$ cat src/rtl/ctrl_signal_gen.sv
// RV32I control-signal decoder with registered outputs (one-cycle latency).
// Define CTRL_SIGNAL_GEN_STRICT_DECODE_EN to turn reserved funct3/funct7 encodings into NOPs.
module ctrl_signal_gen (
    input  logic        clk,
    input  logic        rst,
    input  logic [31:0] inst,
    output logic [3:0]  alu_cmd,
    output logic        alu_src,
    output logic        regfile_write_en,
    output logic [3:0]  regfile_write_width,
    output logic [1:0]  regfile_write_data,
    output logic        datamem_write_en,
    output logic [3:0]  datamem_write_width,
    output logic        add_4_pc
);

`ifdef CTRL_SIGNAL_GEN_STRICT_DECODE_EN
    localparam bit STRICT_DECODE = 1'b1;
`else
    localparam bit STRICT_DECODE = 1'b0;
`endif

    localparam logic [6:0] OPC_OP     = 7'b0110011;
    localparam logic [6:0] OPC_OP_IMM = 7'b0010011;
    localparam logic [6:0] OPC_LOAD   = 7'b0000011;
    localparam logic [6:0] OPC_STORE  = 7'b0100011;
    localparam logic [6:0] OPC_BRANCH = 7'b1100011;
    localparam logic [6:0] OPC_JAL    = 7'b1101111;
    localparam logic [6:0] OPC_JALR   = 7'b1100111;
    localparam logic [6:0] OPC_LUI    = 7'b0110111;
    localparam logic [6:0] OPC_AUIPC  = 7'b0010111;

    typedef enum logic [3:0] {
        ALU_ADD  = 4'd0, ALU_SUB = 4'd1, ALU_SLL = 4'd2, ALU_SLT = 4'd3,
        ALU_SLTU = 4'd4, ALU_XOR = 4'd5, ALU_SRL = 4'd6, ALU_SRA = 4'd7,
        ALU_OR   = 4'd8, ALU_AND = 4'd9
    } alu_cmd_e;

    typedef enum logic [1:0] {
        RD_ALU = 2'd0, RD_LOAD = 2'd1, RD_PC4 = 2'd2, RD_UPPER = 2'd3
    } rd_src_e;

    typedef struct packed {
        alu_cmd_e    alu_cmd;
        logic        alu_src;
        logic        rf_we;
        logic [3:0]  rf_width;
        rd_src_e     rf_data;
        logic        dm_we;
        logic [3:0]  dm_width;
        logic        add_4_pc;
    } ctrl_t;

    localparam ctrl_t CTRL_NOP = '{
        alu_cmd: ALU_ADD, alu_src: 1'b0, rf_we: 1'b0, rf_width: 4'd4,
        rf_data: RD_ALU, dm_we: 1'b0, dm_width: 4'd4, add_4_pc: 1'b1
    };

    logic [6:0] opcode;
    logic [2:0] funct3;
    logic [6:0] funct7;
    logic       funct7_ok;
    logic       reserved;
    ctrl_t      ctrl_d, ctrl_q;
    logic       unused_inst_bits;

    assign opcode    = inst[6:0];
    assign funct3    = inst[14:12];
    assign funct7    = inst[31:25];
    assign funct7_ok = (funct7 == 7'b0000000) || (funct7 == 7'b0100000);

    // Register indices and immediates are consumed downstream, not here.
    assign unused_inst_bits = ^{inst[24:15], inst[11:7]};

    function automatic alu_cmd_e arith_cmd(input logic [2:0] f3, input logic alt);
        case (f3)
            3'b000:  arith_cmd = alt ? ALU_SUB : ALU_ADD;
            3'b001:  arith_cmd = ALU_SLL;
            3'b010:  arith_cmd = ALU_SLT;
            3'b011:  arith_cmd = ALU_SLTU;
            3'b100:  arith_cmd = ALU_XOR;
            3'b101:  arith_cmd = alt ? ALU_SRA : ALU_SRL;
            3'b110:  arith_cmd = ALU_OR;
            default: arith_cmd = ALU_AND;
        endcase
    endfunction

    function automatic logic [3:0] access_bytes(input logic [1:0] sz);
        case (sz)
            2'b00:   access_bytes = 4'd1;
            2'b01:   access_bytes = 4'd2;
            default: access_bytes = 4'd4;
        endcase
    endfunction

    always_comb begin
        // NOTE: every output of this block gets a default first, so no path can infer a latch.
        ctrl_d   = CTRL_NOP;
        reserved = 1'b0;
        case (opcode)
            OPC_OP: begin
                ctrl_d.alu_cmd = arith_cmd(funct3, inst[30]);
                ctrl_d.rf_we   = 1'b1;
                reserved       = !funct7_ok;
            end
            OPC_OP_IMM: begin
                ctrl_d.alu_cmd = arith_cmd(funct3, inst[30] && (funct3 == 3'b101));
                ctrl_d.alu_src = 1'b1;
                ctrl_d.rf_we   = 1'b1;
                reserved       = (funct3[1:0] == 2'b01) && !funct7_ok;
            end
            OPC_LOAD: begin
                ctrl_d.alu_src  = 1'b1;
                ctrl_d.rf_we    = 1'b1;
                ctrl_d.rf_data  = RD_LOAD;
                ctrl_d.rf_width = access_bytes(funct3[1:0]);
                reserved        = (funct3 == 3'b011) || (funct3[2:1] == 2'b11);
            end
            OPC_STORE: begin
                ctrl_d.alu_src  = 1'b1;
                ctrl_d.dm_we    = 1'b1;
                ctrl_d.dm_width = access_bytes(funct3[1:0]);
                reserved        = (funct3 > 3'b010);
            end
            OPC_BRANCH: begin
                ctrl_d.alu_cmd  = !funct3[2] ? ALU_SUB : (funct3[1] ? ALU_SLTU : ALU_SLT);
                ctrl_d.add_4_pc = 1'b0;
                reserved        = (funct3[2:1] == 2'b01);
            end
            OPC_JAL, OPC_JALR: begin
                ctrl_d.alu_src  = 1'b1;
                ctrl_d.rf_we    = 1'b1;
                ctrl_d.rf_data  = RD_PC4;
                ctrl_d.add_4_pc = 1'b0;
                reserved        = (opcode == OPC_JALR) && (funct3 != 3'b000);
            end
            OPC_LUI, OPC_AUIPC: begin
                ctrl_d.alu_src = 1'b1;
                ctrl_d.rf_we   = 1'b1;
                ctrl_d.rf_data = RD_UPPER;
            end
            default: ctrl_d = CTRL_NOP;
        endcase
        if (STRICT_DECODE && reserved) begin
            ctrl_d = CTRL_NOP;
        end
    end

    // NOTE: sequential state uses non-blocking assignments so all flops update from pre-edge values.
    always_ff @(posedge clk or posedge rst) begin
        if (rst) begin
            ctrl_q <= CTRL_NOP;
        end else begin
            ctrl_q <= ctrl_d;
        end
    end

    assign alu_cmd             = ctrl_q.alu_cmd;
    assign alu_src             = ctrl_q.alu_src;
    assign regfile_write_en    = ctrl_q.rf_we;
    assign regfile_write_width = ctrl_q.rf_width;
    assign regfile_write_data  = ctrl_q.rf_data;
    assign datamem_write_en    = ctrl_q.dm_we;
    assign datamem_write_width = ctrl_q.dm_width;
    assign add_4_pc            = ctrl_q.add_4_pc;

endmodule

$ cat config.mk
export PLATFORM = sky130hd
export DESIGN_NAME = ctrl_signal_gen
export DESIGN_NICKNAME = d
export VERILOG_FILES = /design/src/rtl/ctrl_signal_gen.sv
export SDC_FILE = /design/constraint.sdc
export NUM_CORES = 1
export LEC_CHECK = 0
export BUFFER_PORTS_ARGS = -buffer_cell sky130_fd_sc_hd__buf_2
export CAP_MARGIN = 20
export CORE_ASPECT_RATIO = 1.5
export CORE_MARGIN = 1.5
export CORE_UTILIZATION = 25
export DETAILED_ROUTE_END_ITERATION = 12
export GPL_TIMING_DRIVEN = 0
export PLACE_DENSITY = 0.65
export SLEW_MARGIN = 30
export SYNTH_ARGS = -nofsm -noshare
export SYNTH_HDL_FRONTEND = slang
export SYNTH_SLANG_ARGS = --single-unit
$ cat constraint.sdc
create_clock -name clk -period 0.8 [get_ports clk]
set_input_delay 0.16 -clock clk [delete_from_list [all_inputs] [get_ports clk]]
set_output_delay 0.16 -clock clk [all_outputs]
set_load 0.03 [all_outputs]
# Word-level counts from Yosys, hierarchy flattened
# Index checks and enable logic that the tools add are counted.
# Widths: inputs -> output; s select.
op_classes:
  eq_ne: 16
  mux: 16
  reduce_logical: 8
ops:
  columns: ["operator", "n"]
  rows:
  - ["$pmux 4 s7", 2]
  - ["$eq 7x6->1 const B", 3]
  - ["$eq 7x7->1 const B", 3]
  - ["$eq 7x5->1 const B", 2]
  - ["$reduce_or 7->1", 2]
  - ["$pmux 4 s3", 1]
  - ["$eq 3x3->1 const B", 3]
  - ["$eq 7x2->1 const B", 1]
  - ["$mux 1", 7]
  - ["$eq 3x2->1 const B", 2]
  - ["$mux 3", 2]
  - ["$pmux 2 s3", 1]
  - ["$pmux 3 s2", 1]
  - ["$mux 5", 1]
  - ["$mux 4", 1]
  - ["$reduce_or 2->1", 2]
  - ["$eq 3x1->1 const B", 1]
  - ["$logic_not 3->1", 1]
  - ["$reduce_or 3->1", 1]
  - ["$eq 2x1->1 const B", 1]
  - ["$logic_not 2->1", 1]
  - ["$logic_and 1x1->1", 1]
word_totals:
  register_bits: 18
  inputBits: 34
  out_inout_bits: 18
  wordCells: 48

# Logic depth before layout (Yosys ltp)
# Gate-level depths: netlist (run 1).
logic_depth:
  ltp_word: 5
  ltp_mapped: 4
  depth_no_buf: 3

# Worst setup path after synthesis (run 1)
# Ideal clock, no wire load.
synth_timing:
  path_kind: "in2reg"
  start: "input inst[4]"
  end: "register ctrl_q (netlist bit alu_cmd[0])"
  setup_ps: 101
  arrival_ps: 955
  required_ps: 699
  slack_ps: -256
  cell_stages: 4
  n_path_buf: 1
  cell_sequence: "buf_6 > nand3b_4 > or4_4 > o32ai_1"
synth_lines:
  columns: ["element", "line", "source"]
  rows:
  - ["start, declared", "6", "input logic [31:0] inst,"]
  - ["end signal, assigned", "154", "ctrl_q <= ctrl_d;"]
  - ["end, declared", "64", "ctrl_t ctrl_d, ctrl_q;"]

# Worst setup path in the final report (run 1)
layout_timing:
  start: "register ctrl_q (netlist bit datamem_write_width[2])"
  end: "output datamem_write_width[2]"
layout_lines:
  columns: ["element", "line", "source"]
  rows:
  - ["end, declared", "13", "output logic [3:0] datamem_write_width,"]
# No word-level cell between the ends.

==> key figures, run 1 <==
Outcome
  • Result of the run: finished with violations
  • Violated checks: negative hold slack, negative setup slack

Logic synthesis
  • Post-synthesis instance area: 797.0 µm²
  • Post-Syn Instances: 75
  • Yosys reg bits: 16
  • Share of synthesized area occupied by flip-flops and latches: 50.71%
  • Adder-Cell Fraction of Synth Area: 0%
  • Portion of netlist area occupied by mux cells: 0%
  • XOR/XNOR share of the synthesized area: 0%
  • Top cell type by total area after synthesis: sky130_fd_sc_hd__dfrtp_1
  • Compound-gate portion of the synthesized area: 12.09%
  • Number of library cell types mapped by synthesis: 36
  • Top cells by area in the synthesized netlist: sky130_fd_sc_hd__dfrtp_1, sky130_fd_sc_hd__dfstp_2, sky130_fd_sc_hd__nor2_1
  • Dominant combinational cell family by area after synthesis: simple AND/OR/NAND/NOR gates
  • Synthesis Warnings: 0
  • Average instance area after synthesis: 10.63 µm²
  • Simple-gate share of the synthesized area: between 20 and 30%
  • Top cell type's share of synthesized area: around two fifths

STA
  • Final setup slack of the worst path: -0.2551 ns
  • Slew of the pin with the lowest slew margin: 0.5329 ns
  • Final critical path time including I/O delays and setup: 1.055 ns
  • Setup TNS after final layout: -2.400 ns
  • Peak clock frequency supported by timing: 947.8 MHz
  • Count of final hold-check violations: 13
  • Relative slew margins: 64.44%
  • Total setup violations reported at the end of the flow: 21
  • Final worst hold slack: -0.05229 ns
  • Max Transition Viols Final: 0
  • RSZ-0062 raised after global routing: true
  • Period utilization: 131.9%

Critical path
  • Worst setup SP type: flip-flop
  • Family with the most delay on the worst path: flip-flops
  • Required time of the critical path: 0.64 ns
  • Total buffers and inverters traversed by the critical path: 1
  • Cell chain of the critical path: buf_6
  • Worst Setup End Kind: primary output
  • Arrival time at the worst endpoint: ~0.90 ns
  • Max FO, Critical Path: 1
  • Largest stage delay, worst path: 0.53 ns
  • Worst Setup Path Type: flip-flop to primary output
  • Standard cell with the maximum stage delay on the critical path: sky130_fd_sc_hd__dfstp_2

Die
  • Total I/O pin count: between 50 and 60
  • Die area: 0.003543 mm²
  • Die height: 72.15 µm
  • Die Span X: 49.10 µm
  • Initial cell density of the core: 26.81%
  • Core Region: 0.002973 mm²
  • Count of standard-cell rows: 24

CTS
  • Number of CTS-inserted buffers: 3
  • Clock-pin slew on the worst setup and hold paths: 0.06 ns
  • CTS HTree Levels: 1
  • Clock tree from TritonCTS: done
  • Clock buffer depth: 2
  • Number of clock sinks seen by CTS: 16
  • Clock tree root buffer cell: sky130_fd_sc_hd__clkbuf_8

Drt
  • Final routed DRC violation total: 0
  • Total Wirelength: roughly 1.6 mm
  • Number of nets with antenna violations after routing: 0
  • Detailed Route Iter0 Violations: 17
  • Drt via density: 4.208
  • Overall via count from detail_route: 627
  • Routed wire length per instance: 10.95 µm
  • Pre-Repair DR Iteration Count: 4

Final layout
  • Post-route non-filler standard cell count: between 100 and 150
  • Post-route standard cell area excluding fillers: 0.001242 mm²
  • Layout area overhead: 55.89%
  • Layout cell share with drive strength beyond 1: about half
  • Highest-count cells in the layout ignoring fill and taps: sky130_fd_sc_hd__buf_6, sky130_fd_sc_hd__dfrtp_1, sky130_fd_sc_hd__nor2_1, sky130_fd_sc_hd__buf_4
  • Count of inserted antenna diode cells: 0
  • Most common cell after layout, fill and taps aside: sky130_fd_sc_hd__buf_6
  • Final Net Count: 145

Placement
  • PortBufs: 24
  • Total placed cells including tap cells: approximately 140
  • Dpl cell area: 983.4 µm²
  • HPWL after detailed placement: 1.255 mm
  • Final estimated routing congestion in global placement: ~0.74

Pwr
  • Fraction of power spent switching nets: 21.76%
  • Register share of total power: 46.4%
  • P_sw: 385.7 µW
  • Static leakage: 0.5929 nW
  • Pint: 1.387 mW
  • Total power divided by cell area: 1427 mW/mm²
  • Logic pwr share: 15.8%
  • Worst-case vdd ir drop: between 0.5 and 0.6 mV
  • Power consumption: 1.773 mW
  • Clock share of power: 37.9%

GRT
  • Met3 routing resource usage after global routing: under 10%
  • Grt peak-use layer: met2
  • Total overflow reported by the global router: 0
  • Met1 Use GR: between 10 and 15%
  • Met2 GRT Util: 17.87%
  • Number of global-route vias before repair: 611
  • Largest net degree at the start of global routing: 17
  • Global-route wire length before repair: 2.725 mm
  • Global Route Usage Sum: about a tenth
  • Initial antenna violation count: 0

Worst hold path
  • Hold Path Class: input port to async pin

Flow run
  • Count of max-cap constraint violations: 0
power by group through the flow:
stage / clock network [mW] / registers, mW / logic, mW
global route: 0.736 / 0.822 / 0.303
detailed placement: 0 / 0.834 / 0.224
floorplan: 0 / 0.850 / 0.142
finish: 0.671 / 0.822 / 0.279
global placement: 0 / 0.834 / 0.220
CTS: 0.697 / 0.822 / 0.274
flip-flops by register name (all words and copies together) (netlist names):
signal	cells
alu_cmd	4
datamem_write_width	3
datamem_write_en	1
regfile_write_data	2
regfile_write_width	3
alu_src	1
add_4_pc	1
regfile_write_en	1
routing by layer:
| metal | vias up | wire length [µm] |
|---|---|---|
| met4 | 0 | 29 |
| met2 | 22 | 891 |
| li1 | 320 | - |
| met3 | 2 | 75 |
| met5 | - | 0 |
| met1 | 283 | 634 |
cells in the mapped netlist:
library cell	n
sky130_fd_sc_hd__a2111o_1	1
sky130_fd_sc_hd__a211o_1	1
sky130_fd_sc_hd__a211o_2	1
sky130_fd_sc_hd__a21o_1	1
sky130_fd_sc_hd__a21oi_1	3
sky130_fd_sc_hd__and2_1	1
sky130_fd_sc_hd__and4bb_2	1
sky130_fd_sc_hd__buf_2	1
sky130_fd_sc_hd__buf_4	2
sky130_fd_sc_hd__buf_6	1
sky130_fd_sc_hd__clkbuf_1	1
sky130_fd_sc_hd__clkbuf_4	1
sky130_fd_sc_hd__conb_1	1
sky130_fd_sc_hd__dfrtp_1	13
sky130_fd_sc_hd__dfstp_2	3
sky130_fd_sc_hd__inv_1	5
sky130_fd_sc_hd__nand2_1	3
sky130_fd_sc_hd__nand2_2	1
sky130_fd_sc_hd__nand2b_1	1
sky130_fd_sc_hd__nand2b_4	1
sky130_fd_sc_hd__nand3_1	1
sky130_fd_sc_hd__nand3b_1	1
sky130_fd_sc_hd__nand3b_4	1
sky130_fd_sc_hd__nand4_1	2
sky130_fd_sc_hd__nand4bb_4	1
sky130_fd_sc_hd__nor2_1	11
sky130_fd_sc_hd__nor2b_1	2
sky130_fd_sc_hd__nor3_1	2
sky130_fd_sc_hd__nor3b_1	1
sky130_fd_sc_hd__o211ai_1	1
sky130_fd_sc_hd__o21a_1	1
sky130_fd_sc_hd__o21ai_0	2
sky130_fd_sc_hd__o21ai_1	2
sky130_fd_sc_hd__o32ai_1	1
sky130_fd_sc_hd__or3b_1	1
sky130_fd_sc_hd__or4_4	2
final cells by class:
type	count	area [µm²]
fillers	263	1730
well taps	39	48.80
plain buffers	6	56.30
inverters	5	18.77
multi-input cells	49	357.8
flip-flops and latches	16	404.1
repair buffers	30	301.5
clock buffers	4	55.05
stage by stage:
step | utilization (%) | worst slack (ns)
detailed placement | 33.08 | -0.3871
finish | 41.79 | -0.2551
global placement | 33.08 | -0.3588
CTS | 41.41 | -0.2550
global route | 41.79 | -0.2835
floorplan | - | -0.2334
cells by family (layout without fill, tap and decap cells):
group | Yosys count | after routing
other cells | 1 | 2
flops | 16 | 16
compound gates | 14 | 14
buf+inv | 11 | 45
simple gates | 33 | 33
repair_timing:
action                     4_1_cts  5_1_grt
setup endpoints to repair       23       22
hold endpoints to repair        13        0
buffers inserted                 5        1
pin swaps                        5        0
gates resized for setup         48        1
worst paths after layout:
path	start	to	slack [ns]	cells after the start
min in group clk	inst[12]	datamem_write_width[0]	0.16	2
max in group asynchronous	rst	regfile_write_width[2]	0.49	2
min	rst	regfile_write_width[1]	-0.05	2
max	datamem_write_width[2]	datamem_write_width[2]	-0.26	1
Note: power is estimated with default switching activity, not from simulation.
==> run 2, diff against run 1 <==
--- a/config.mk
+++ b/config.mk
@@ -5,7 +5,7 @@
 export SDC_FILE = /design/constraint.sdc
 export NUM_CORES = 1
 export LEC_CHECK = 0
-export BUFFER_PORTS_ARGS = -buffer_cell sky130_fd_sc_hd__buf_2
+export BUFFER_PORTS_ARGS = -buffer_cell sky130_fd_sc_hd__clkbuf_2
 export CAP_MARGIN = 20
 export CORE_ASPECT_RATIO = 1.5
 export CORE_MARGIN = 1.5
==> key figures, run 2 (synthesized netlist as in run 1, its figures left out) <==
Outcome
  • Result of the run: finished with violations
  • Violated checks: negative hold slack, negative setup slack

Flow run
  • Count of max-cap constraint violations: 0 (unchanged)

Critical path
  • Max FO, Critical Path: 1 (unchanged)
  • Family with the most delay on the worst path: flip-flops
  • Worst setup path endpoint: datamem_write_width[2]
  • Logic depth of the worst path, buffers included: 1 (unchanged)
  • Worst Setup Path Type: flip-flop to primary output
  • Total buffers and inverters traversed by the critical path: 1 (unchanged)
  • Critical path startpoint: datamem_write_width[2]
  • Required time of the critical path: 0.64 ns (about the same)
  • Cell chain of the critical path: buf_8
  • Standard cell with the maximum stage delay on the critical path: sky130_fd_sc_hd__dfstp_2
  • Arrival time at the worst endpoint: 0.89 ns (about the same)
  • Worst Setup End Kind: primary output
  • Worst setup SP type: flip-flop
  • Largest stage delay, worst path: 0.54 ns (about the same)

Worst hold path
  • Hold Path Class: input port to async pin

STA
  • Total setup violations reported at the end of the flow: 23 (+9.5%)
  • RSZ-0062 raised after global routing: true
  • Count of final hold-check violations: 13 (unchanged)
  • Final worst hold slack: -0.06514 ns (-0.01285 ns)
  • Max Transition Viols Final: 0 (unchanged)
  • Final setup slack of the worst path: -0.2510 ns (+0.004073 ns)
  • Slew of the pin with the lowest slew margin: 0.5414 ns (+0.008509 ns)
  • Peak clock frequency supported by timing: 951.5 MHz (+0.39%)
  • Period utilization: 131.4% (-0.51 points)
  • Setup TNS after final layout: -2.753 ns (-0.3533 ns)
  • Relative slew margins: 63.87% (-0.57 points)
  • Final critical path time including I/O delays and setup: 1.051 ns (-0.004073 ns)

Pwr
  • Worst-case vdd ir drop: 0.5686 mV (+6.8%)
  • Static leakage: 0.6154 nW (+3.8%)
  • Total power divided by cell area: 1341 mW/mm² (-6.0%)

Drt
  • Drt via density: 4.336 (+3.0%)
  • Routed wire length per instance: 11.50 µm (+5.0%)
  • Pre-Repair DR Iteration Count: 4 (unchanged)
  • Final routed DRC violation total: 0 (unchanged)
  • Number of nets with antenna violations after routing: 0 (unchanged)
  • Total Wirelength: 1.713 mm (+5.0%)
  • Overall via count from detail_route: 646 (+3.0%)
  • Detailed Route Iter0 Violations: 20 (+3)

CTS
  • Number of clock sinks seen by CTS: 16 (unchanged)
  • Clock buffer depth: 2 (unchanged)
  • CTS HTree Levels: 1 (unchanged)
  • Clock tree from TritonCTS: done
  • Clock-pin slew on the worst setup and hold paths: 0.06 ns (about the same)
  • Clock tree root buffer cell: sky130_fd_sc_hd__clkbuf_8
  • Number of CTS-inserted buffers: 3 (unchanged)

GRT
  • Initial antenna violation count: 0 (unchanged)
  • Number of global-route vias before repair: 651 (+6.5%)
  • Total overflow reported by the global router: 0 (unchanged)
  • Global Route Usage Sum: 10.61% (+0.30 points)
  • Global-route wire length before repair: 2.939 mm (+7.9%)
  • Largest net degree at the start of global routing: 17 (unchanged)

Final layout
  • Flip-flop count of the largest register, all copies and words added: 4 (unchanged)
  • Final Net Count: 145 (unchanged)
  • Layout cell share with drive strength beyond 1: 51.82% (+1.8 points)
  • Most common cell after layout, fill and taps aside: sky130_fd_sc_hd__buf_8
  • Count of inserted antenna diode cells: 0 (unchanged)
  • Highest-count cells in the layout ignoring fill and taps: sky130_fd_sc_hd__buf_8, sky130_fd_sc_hd__dfrtp_1, sky130_fd_sc_hd__nor2_1, sky130_fd_sc_hd__clkbuf_8, sky130_fd_sc_hd__buf_4
  • Layout area overhead: 67.50%

Placement
  • Final estimated routing congestion in global placement: 0.7279 (-1.1%)
  • HPWL after detailed placement: 1.225 mm (-2.4%)
  • PortBufs: 24 (unchanged)
  • Worst slack after detailed placement: -0.3784 ns (+0.008689 ns)

Die
  • Core Region: 0.002973 mm² (unchanged)
  • Die area: 0.003543 mm² (unchanged)
  • Total I/O pin count: 52 (unchanged)
  • Die Span X: 49.10 µm (unchanged)
  • Count of standard-cell rows: 24 (unchanged)
  • Die height: 72.15 µm (unchanged)
  • Initial cell density of the core: 26.81% (unchanged)
-- run 2: repair_timing --
action                                  in CTS  in global routing
pin swaps                                    5                  3
endpoints found under the hold margin       13                  0
setup buffers                                6                  0
gates resized for setup                     44                 21
endpoints found under the setup margin      23                 24
-- run 2: worst min-delay path by stage --
stage,endpoint,slack [ns],depth (start not counted)
floorplan,alu_cmd[0],0.07,1
global placement,regfile_write_data[1],0.20,2
detailed placement,regfile_write_data[1],0.22,2
CTS,regfile_write_data[1],-0.04,2
global route,regfile_write_en,0.001,2
finish,regfile_write_data[1],-0.07,2
-- run 2: layout make-up --
type / instances / area, µm²
Inverter: 5 / 18.77
Tap cell: 39 / 48.80
Buffer: 6 / 60.06
Fill cell: 262 / 1638
Timing Repair Buffer: 30 / 379.1
Multi-Input combinational cell: 49 / 369.1
Clock buffer: 4 / 55.05
Sequential cell: 16 / 404.1
-- run 2: per-layer routing --
layer,vias to the layer above,share of wire (%),global-route usage [%]
met5,-,0,0
met2,20,57,19.37
met1,304,39,11.87
li1,320,-,-
met3,2,3.3,1.235
met4,0,1.3,5.714
-- run 2: through the flow --
step | hold slack [ns] | instances | area (µm²) | utilization (%) | power [mW]
finish | -0.06514 | 149 | 1335 | 44.91 | 1.791
global route | 0.001367 | 149 | 1335 | 44.91 | 1.876
CTS | -0.04161 | 149 | 1291 | 43.43 | 1.791
detailed placement | 0.2153 | 139 | 983.4 | 33.08 | 1.057
global placement | 0.2027 | 139 | 983.4 | 33.08 | 1.054
floorplan | 0.07159 | 76 | 814.5 | - | 0.9911
-- run 2: report_power, final --
part	internal [mW]	total [mW]	switching, mW
sequential	0.819	0.824	0.00499
clock	0.435	0.668	0.233
combinational	0.146	0.299	0.153
total	1.40	1.79	0.391
==> run 3, diff against run 2 <==
--- a/config.mk
+++ b/config.mk
@@ -5,14 +5,14 @@
 export SDC_FILE = /design/constraint.sdc
 export NUM_CORES = 1
 export LEC_CHECK = 0
-export BUFFER_PORTS_ARGS = -buffer_cell sky130_fd_sc_hd__clkbuf_2
 export CAP_MARGIN = 20
 export CORE_ASPECT_RATIO = 1.5
 export CORE_MARGIN = 1.5
 export CORE_UTILIZATION = 25
 export DETAILED_ROUTE_END_ITERATION = 12
+export DONT_BUFFER_PORTS = 1
 export GPL_TIMING_DRIVEN = 0
-export PLACE_DENSITY = 0.65
+export PLACE_DENSITY = 0.51
 export SLEW_MARGIN = 30
 export SYNTH_ARGS = -nofsm -noshare
 export SYNTH_HDL_FRONTEND = slang
==> key figures, run 3 (synthesized netlist as in run 1, its figures left out) <==
Placement
  • HPWL after detailed placement: 1.235 mm (+0.82%)
  • Total placed cells including tap cells: 115 (-17%)
  • PortBufs: 0 (-100%)
  • Worst slack after detailed placement: -0.3530 ns (+0.02537 ns)
  • Dpl cell area: 863.3 µm² (-12%)
  • Final estimated routing congestion in global placement: 0.6821 (-6.3%)

Final layout
  • Count of inserted antenna diode cells: 0 (unchanged)
  • Layout cell share with drive strength beyond 1: 50.60% (-1.2 points)
  • Flip-flop count of the largest register, all copies and words added: 4 (unchanged)
  • Post-route non-filler standard cell count: 122 (-18%)
  • Most common cell after layout, fill and taps aside: sky130_fd_sc_hd__dfrtp_2
  • Highest-count cells in the layout ignoring fill and taps: sky130_fd_sc_hd__dfrtp_2, sky130_fd_sc_hd__nor2_1, sky130_fd_sc_hd__clkbuf_8, sky130_fd_sc_hd__buf_4, sky130_fd_sc_hd__inv_1
  • Final Net Count: 118 (-19%)
  • Layout area overhead: 24.65%
  • Post-route standard cell area excluding fillers: 993.5 µm² (-26%)

Critical path
  • Worst Setup Path Type: flip-flop to primary output
  • Required time of the critical path: 0.64 ns (about the same)
  • Worst setup SP type: flip-flop
  • Worst Setup End Kind: primary output
  • Arrival time at the worst endpoint: 0.85 ns (-0.04 ns)
  • Max FO, Critical Path: 1 (unchanged)

GRT
  • Global-route wire length before repair: 2.601 mm (-12%)
  • Global Route Usage Sum: 9.574% (-1.0 points)
  • Number of global-route vias before repair: 574 (-12%)
  • Largest net degree at the start of global routing: 17 (unchanged)
  • Initial antenna violation count: 0 (unchanged)
  • Total overflow reported by the global router: 0 (unchanged)

Drt
  • Overall via count from detail_route: 562 (-13%)
  • Number of nets with antenna violations after routing: 0 (unchanged)
  • Routed wire length per instance: 12.49 µm (+8.7%)
  • Pre-Repair DR Iteration Count: 4 (unchanged)
  • Total Wirelength: 1.524 mm (-11%)
  • Final routed DRC violation total: 0 (unchanged)
  • Drt via density: 4.607 (+6.3%)
  • Detailed Route Iter0 Violations: 12 (-40%)

CTS
  • Number of CTS-inserted buffers: 3 (unchanged)
  • CTS Hold Buffers Added: 1
  • Number of clock sinks seen by CTS: 16 (unchanged)
  • Clock-pin slew on the worst setup and hold paths: 0.06 ns (about the same)
  • Clock buffer depth: 2 (unchanged)
  • Clock tree from TritonCTS: done
  • Clock tree root buffer cell: sky130_fd_sc_hd__clkbuf_8
  • CTS HTree Levels: 1 (unchanged)

STA
  • Relative slew margins: 62.71% (-1.2 points)
  • Final critical path time including I/O delays and setup: 1.013 ns (-0.03788 ns)
  • Final worst hold slack: -0.1445 ns (-0.07941 ns)
  • Slew of the pin with the lowest slew margin: 0.5587 ns (+0.01735 ns)
  • Setup TNS after final layout: -1.564 ns (+1.189 ns)
  • Count of final hold-check violations: 13 (unchanged)
  • RSZ-0062 raised after global routing: true
  • Max Transition Viols Final: 0 (unchanged)
  • Peak clock frequency supported by timing: 987.1 MHz (+3.7%)
  • Period utilization: 126.6% (-4.7 points)
  • Total setup violations reported at the end of the flow: 20 (-13%)
  • Final setup slack of the worst path: -0.2131 ns (+0.03788 ns)

Die
  • Total I/O pin count: 52 (unchanged)
  • Initial cell density of the core: 26.81% (unchanged)
  • Count of standard-cell rows: 24 (unchanged)
  • Core Region: 0.002973 mm² (unchanged)
  • Die height: 72.15 µm (unchanged)
  • Die area: 0.003543 mm² (unchanged)
  • Die Span X: 49.10 µm (unchanged)

Outcome
  • Result of the run: finished with violations
  • Violated checks: negative hold slack, negative setup slack

Pwr
  • Total power divided by cell area: 1712 mW/mm² (+28%)
  • Static leakage: 0.4186 nW (-32%)
  • Worst-case vdd ir drop: 0.6886 mV (+21%)

Worst hold path
  • Hold Path Class: input port to async pin

Flow run
  • Count of max-cap constraint violations: 0 (unchanged)
## run 3: per-layer routing
metal,share of wire (%),global-route usage [%],vias to the layer above
met5,0,0,-
met4,1.8,5.714,0
met3,4.9,1.852,2
met2,60,17.87,18
met1,33,9.673,275
li1,-,-,267
## run 3: where the power goes
group          switching [mW]  internal [mW]
Combinational           0.100         0.0869
Clock                   0.241          0.435
Sequential             0.0180          0.820
Total                   0.359           1.34
## run 3: final timing paths
kind / start / slack [ns] / cells after the start / end
worst max-delay path: datamem_write_width[2] / -0.21 / 0 / datamem_write_width[2]
worst min-delay path: rst / -0.14 / 1 / regfile_write_width[1]
max in group asynchronous: rst / 0.54 / 1 / datamem_write_en
min in group clk: inst[3] / 0.05 / 1 / add_4_pc
## run 3: layout make-up
| type | instances | area, µm² |
|---|---|---|
| Clock buffer | 4 | 55.05 |
| Timing Repair Buffer | 3 | 25.02 |
| Inverter | 5 | 18.77 |
| Sequential cell | 16 | 420.4 |
| Buffer | 6 | 61.31 |
| Multi-Input combinational cell | 49 | 364.1 |
| Tap cell | 39 | 48.80 |
| Fill cell | 317 | 1979 |
## run 3: metrics by stage
stage	total power, mW	util (%)
2_1_floorplan	0.9911	-
3_3_place_gp	1.012	29.04
3_5_place_dp	1.015	29.04
4_1_cts	1.716	32.83
5_1_grt	1.782	33.42
6_report	1.701	33.42
## run 3: what timing repair did
action | CTS | global route
resized for setup | 17 | 5
cloned | 0 | 0
endpoints found under the hold margin | 15 | 13
buffers inserted | 2 | 0
endpoints found under the setup margin | 21 | 22
pin swaps | 1 | 1
